File: src/rtl/nfc_frame_sequencer.sv
// nfc_frame_sequencer: buffers one parsed NFC frame, replays it to the transmitter over
// valid/ready, then blocks new frames until rx_done or timeout. Optional retry via NFC_SEQ_RETRY_EN.
module nfc_frame_sequencer #(
    parameter int unsigned MAX_LEN        = 64,
    parameter int unsigned TIMEOUT_CYCLES = 1000000
`ifdef NFC_SEQ_RETRY_EN
    ,
    parameter int unsigned MAX_RETRY      = 2
`endif
) (
    input  logic       clk,
    input  logic       rst,
    input  logic       in_valid,
    input  logic [7:0] in_data,
    input  logic [3:0] in_datab,
    input  logic       in_last,
    output logic       tx_valid,
    input  logic       tx_ready,
    output logic [7:0] tx_data,
    output logic [3:0] tx_datab,
    output logic       tx_last,
    input  logic       rx_done,
    output logic       busy,
    output logic       frame_drop,
    output logic       timeout
);

    localparam int unsigned PW = $clog2(MAX_LEN + 1);
    localparam int unsigned AW = (MAX_LEN > 1) ? $clog2(MAX_LEN) : 1;
    localparam int unsigned CW = $clog2(TIMEOUT_CYCLES);
    localparam logic [PW-1:0] MAX_PTR  = PW'(MAX_LEN);
    localparam logic [CW-1:0] LAST_CNT = CW'(TIMEOUT_CYCLES - 1);
`ifdef NFC_SEQ_RETRY_EN
    localparam int unsigned RW = (MAX_RETRY > 0) ? $clog2(MAX_RETRY + 1) : 1;
    localparam logic [RW-1:0] RETRY_LIMIT = RW'(MAX_RETRY);
`endif

    typedef enum logic [2:0] {
        IDLE    = 3'd0,
        COLLECT = 3'd1,
        LOAD    = 3'd2,
        SEND    = 3'd3,
        WAIT    = 3'd4,
        DRAIN   = 3'd5
    } state_t;

    state_t        state;
    logic [7:0]    mem [MAX_LEN];
    logic [PW-1:0] wr_ptr;
    logic [PW-1:0] rd_ptr;
    logic [PW-1:0] len;
    logic [3:0]    last_datab;
    logic [CW-1:0] wait_cnt;
`ifdef NFC_SEQ_RETRY_EN
    logic [RW-1:0] retry_cnt;
`endif

    logic [PW-1:0] rd_next;
    logic [PW-1:0] len_m1;
    logic          mem_we;
    logic          discard_last;

    assign rd_next = rd_ptr + PW'(1);
    assign len_m1  = len - PW'(1);
    assign mem_we  = in_valid && ((state == IDLE) || ((state == COLLECT) && (wr_ptr != MAX_PTR)));
    assign discard_last = in_valid && in_last &&
                          ((state == LOAD) || (state == SEND) || (state == WAIT));

    // Frame storage; read combinationally so the next byte can follow each handshake directly.
    always_ff @(posedge clk) begin
        if (mem_we) begin
            mem[AW'(wr_ptr)] <= in_data;
        end
    end

    always_ff @(posedge clk) begin
        if (rst) begin
            state      <= IDLE;
            wr_ptr     <= '0;
            rd_ptr     <= '0;
            len        <= '0;
            last_datab <= 4'd8;
            wait_cnt   <= '0;
            tx_valid   <= 1'b0;
            tx_data    <= 8'd0;
            tx_datab   <= 4'd8;
            tx_last    <= 1'b0;
            busy       <= 1'b0;
            frame_drop <= 1'b0;
            timeout    <= 1'b0;
`ifdef NFC_SEQ_RETRY_EN
            retry_cnt  <= '0;
`endif
        end else begin
            frame_drop <= discard_last;
            timeout    <= 1'b0;
            case (state)
                IDLE, COLLECT: begin
                    if (in_valid) begin
                        if (wr_ptr == MAX_PTR) begin
                            // Overflow: drop once, then skip the rest of the frame if it continues.
                            frame_drop <= 1'b1;
                            wr_ptr     <= '0;
                            state      <= in_last ? IDLE : DRAIN;
                            busy       <= ~in_last;
                        end else if (in_last) begin
                            len        <= wr_ptr + PW'(1);
                            last_datab <= ((in_datab == 4'd0) || (in_datab > 4'd8)) ? 4'd8 : in_datab;
                            rd_ptr     <= '0;
                            wr_ptr     <= '0;
                            state      <= LOAD;
                            busy       <= 1'b1;
                        end else begin
                            wr_ptr <= wr_ptr + PW'(1);
                            state  <= COLLECT;
                        end
                    end
                end
                DRAIN: begin
                    if (in_valid && in_last) begin
                        state <= IDLE;
                        busy  <= 1'b0;
                    end
                end
                LOAD: begin
                    tx_valid <= 1'b1;
                    tx_data  <= mem[AW'(rd_ptr)];
                    tx_last  <= (rd_ptr == len_m1);
                    tx_datab <= (rd_ptr == len_m1) ? last_datab : 4'd8;
                    state    <= SEND;
                end
                SEND: begin
                    if (tx_ready) begin
                        if (tx_last) begin
                            tx_valid <= 1'b0;
                            wait_cnt <= '0;
                            state    <= WAIT;
                        end else begin
                            rd_ptr   <= rd_next;
                            tx_data  <= mem[AW'(rd_next)];
                            tx_last  <= (rd_next == len_m1);
                            tx_datab <= (rd_next == len_m1) ? last_datab : 4'd8;
                        end
                    end
                end
                WAIT: begin
                    wait_cnt <= wait_cnt + CW'(1);
                    if (rx_done) begin
                        state <= IDLE;
                        busy  <= 1'b0;
`ifdef NFC_SEQ_RETRY_EN
                        retry_cnt <= '0;
`endif
                    end else if (wait_cnt == LAST_CNT) begin
`ifdef NFC_SEQ_RETRY_EN
                        if (retry_cnt < RETRY_LIMIT) begin
                            retry_cnt <= retry_cnt + RW'(1);
                            rd_ptr    <= '0;
                            state     <= LOAD;
                        end else begin
                            retry_cnt <= '0;
                            timeout   <= 1'b1;
                            state     <= IDLE;
                            busy      <= 1'b0;
                        end
`else
                        timeout <= 1'b1;
                        state   <= IDLE;
                        busy    <= 1'b0;
`endif
                    end
                end
                default: begin
                    state <= IDLE;
                    busy  <= 1'b0;
                end
            endcase
        end
    end

endmodule

File: config.mk
export PLATFORM = sky130hd
export DESIGN_NAME = nfc_frame_sequencer
export DESIGN_NICKNAME = d
export VERILOG_FILES = /design/src/rtl/nfc_frame_sequencer.sv
export SDC_FILE = /design/constraint.sdc
export NUM_CORES = 1
export LEC_CHECK = 0
export CORE_ASPECT_RATIO = 1.2
export CORE_MARGIN = 1.5
export CORE_UTILIZATION = 38
export CTS_CLUSTER_SIZE = 12
export DETAILED_ROUTE_END_ITERATION = 16
export DONT_BUFFER_PORTS = 1
export PLACE_DENSITY = 0.62
export SKIP_CTS_REPAIR_TIMING = 1
export SLEW_MARGIN = 10
export SYNTH_ARGS = -nofsm -noshare
export SYNTH_HDL_FRONTEND = slang
export SYNTH_SLANG_ARGS = --single-unit
File: constraint.sdc
create_clock -name clk -period 3.3 [get_ports clk]
set_input_delay 0.825 -clock clk [delete_from_list [all_inputs] [get_ports clk]]
set_output_delay 0.825 -clock clk [all_outputs]
set_load 0.02 [all_outputs]
==> flow_summary.toml <==
[status]
status = "completed"

[floorplan]
die_width_um = 248.7
row_count = 107
core_sq_mm = 0.07136
io_pins = 35
dieArea_sq_mm = 0.07408
initial_core_util = 0.3858
dieHeight_um = 297.8

[clock_network]
cts-root-buf = "clkbuf_16"
cts.sinks = 583
numCtsBuffers = 58
clock_path_buffers = 3
htreeDepth = 2
cts_tree = "built"
clock_latency_ns = 0.64
path_clk_slew_ns = 0.06

[synthesis]
synth_adder_area_share = 0.002273
synth.top_cells.by_count = "edfxtp_1, mux4_2, nor2_1, nand2_1, dfxtp_1"
ys_async_sr_fraction = 0
synth_top_family_by_area = "multiplexers"
syn_avg_cell_area_sq_um = 16.76
ys_types = 67
ys.flop_type = "edfxtp_1"
synth_compound_gate_area_share = 0.04036
synth_most_common_cell = "edfxtp_1"
synth_top_cells_by_area = "edfxtp_1, mux4_2, dfxtp_1"
ys_ff_latch = 583
synth_nets = 1666
syn_inst = 1643
synth-xor-area-share = 0.01613
synth_top_area_share = 0.5585
yosysTopAreaCell = "edfxtp_1"
syn_area_sq_mm = 0.02753
synth_edf_count = 512
yosysWarnings = 0
muxShareOfSynthArea = 0.2412
yosysSeqAreaShare = 0.6101
synth_simple_gate_area_frac = 0.06922

[flow_run]
max_cap_violations = 0

[finish]
antenna_cells = 0
nNetsFinal = 1760
ff_latch_area_sq_mm = 0.01681
stdcell_area_sq_mm = 0.03115
final_cells = 2701
nFillCells = 6184
drive_gt1_frac = 0.2885
syn2layout_area_growth_pct = 13.14
multi_input_area_sq_mm = 0.01021

[pwr]
ir_worst_vdd_mv = 0.3943
p_seq_frac = 0.552
clkPwrFrac = 0.413
p_int_mw = 11.63
swShare = 0.2130
leakagePower_nw = 9.468
power.switching_mw = 3.148
combPwrFrac = 0.035
power_density_mw_per_mm2 = 474.5

[placement]
post-dp-hpwl_um = 53020
io_buffers = 0
globalplace.congestion = 0.9444
dp_cells = 2603
dpl-instance-area_sq_mm = 0.02945

[timing]
skew_ns = 0.02257
min_period_ns = 3.207
slew_headroom = 0.2504
slew_viol_final = 0
setup_viol = 0
setup-tns-final_ns = 0
tightest_slew_ns = 1.096
finalCritPeriodShare = 0.9718
hold_viol_final = 0
rsz0062_at_grt = "no"
fmax_ghz = 0.3118

[detailed_routing]
vias_per_cell = 6.120
dr.pass1.iters = 5
wl_per_cell_um = 29.04
num_vias = 16530
wl_um = 78430
drt_iter0_drc = 1898
remaining_drc_errors = 0
ant_nets = 0

[critical_path]
worstPathArrival_ns = 3.72
worstSetupPathType = "reg2reg"
required_ns = 3.81
critPathLaunchType = "flip-flop"
cp-end-kind = "flip-flop"
path_max_fanout = 54
slowest_stage = "a2111oi_0"
critPathBufInv = 2
cpLargestDelayFamily = "multiplexers"
path_cells = "buf_12, mux4_2, mux4_2, a2111oi_0, buf_4, a311oi_1"
critPathMaxStageDelay_ns = 0.85
cp_common_cell = "mux4_2"

[global_routing]
antenna_found_initial = 1
grt_pass1_wl_um = 116100
grt-ovfl-total = 0
grt_pass1_vias = 16952
track_usage = 0.2123
grt_max_degree = 65

[hold_path]
min-delay-path-class = "in2reg"
## worst paths after layout
path            startpoint            end  slack (ns)  cells past startpoint
max reg2reg      rd_ptr[0]     tx_data[2]        0.09                      6
min reg2reg  last_datab[2]  last_datab[2]        0.45                      2
max              rd_ptr[0]     tx_data[2]        0.09                      6
min                    rst       tx_valid        0.26                      1
## metrics by stage
step                utilization  worst slack, ns  power (mW)  hold slack, ns
floorplan                     -           0.6561       8.653          0.4316
global placement         0.4127          0.02688       8.815          0.4342
detailed placement       0.4127          0.04373       8.826          0.4450
CTS                      0.4365          0.02156       14.87          0.2435
global route             0.4365         0.007230       15.19          0.2399
finish                   0.4365          0.09294       14.78          0.2595
## registers in the layout (all words and copies together), names as in the netlist, named ones only
register and cells:
busy 1, frame_drop 1, last_datab 4, len 7
mem 512, rd_ptr 7, state 3, timeout 1
tx_data 8, tx_datab 4, tx_last 1, tx_valid 1
wait_cnt 20, wr_ptr 7
## power by group through the flow
stage                     clock (mW)  sequential, mW  combinational (mW)
after global placement             0            8.31               0.500
after CTS                       6.20            8.16               0.511
final                           6.10            8.16               0.516
after detailed placement           0            8.32               0.508
after global routing            6.47            8.17               0.551
after floorplan                    0            8.27               0.381
## metal layers
| metal | part of all wire | wire length, um | GRT usage | vias up |
|---|---|---|---|---|
| met5 | 0.00017 | 13 | 0 | - |
| li1 | - | - | - | 6903 |
| met1 | 0.38 | 29860 | 0.2772 | 8657 |
| met4 | 0.040 | 3175 | 0.08501 | 2 |
| met3 | 0.089 | 6993 | 0.04298 | 163 |
| met2 | 0.49 | 38390 | 0.3482 | 805 |
## final cells by class
| class | count | area share |
|---|---|---|
| Clock inverter | 16 | 0.003053 |
| Tap cell | 926 | 0.03720 |
| Multi-Input combinational cell | 938 | 0.3277 |
| Timing Repair Buffer | 146 | 0.03961 |
| Inverter | 10 | 0.001205 |
| Sequential cell | 583 | 0.5397 |
| Clock buffer | 82 | 0.05146 |
## placed cells by master, fill, tap and decap left out, drive strengths merged, types with 10 or more instances in the layout
cell type and count:
nor2 131, nand3 39, edfxtp 512, nor4 13, dfxtp 71, clkbuf 82
a211oi 18, and2 10, nand3b 10, inv 10, a21oi 33, nor2b 20
xnor2 19, a31oi 12, a22oi 34, clkinv 15, nand2 109, nor3 22
o21ai 18, mux2i 48, xor2 21, buf 146, mux4 270
## kinds of logic after synthesis
family          after synthesis
compound gates              161
xor+xnor                     43
fa+ha+maj                     5
buf+inv                     122
flops                       583
mux                         325
simple gates                404
No activity file was read; power rests on OpenSTA's default activity.
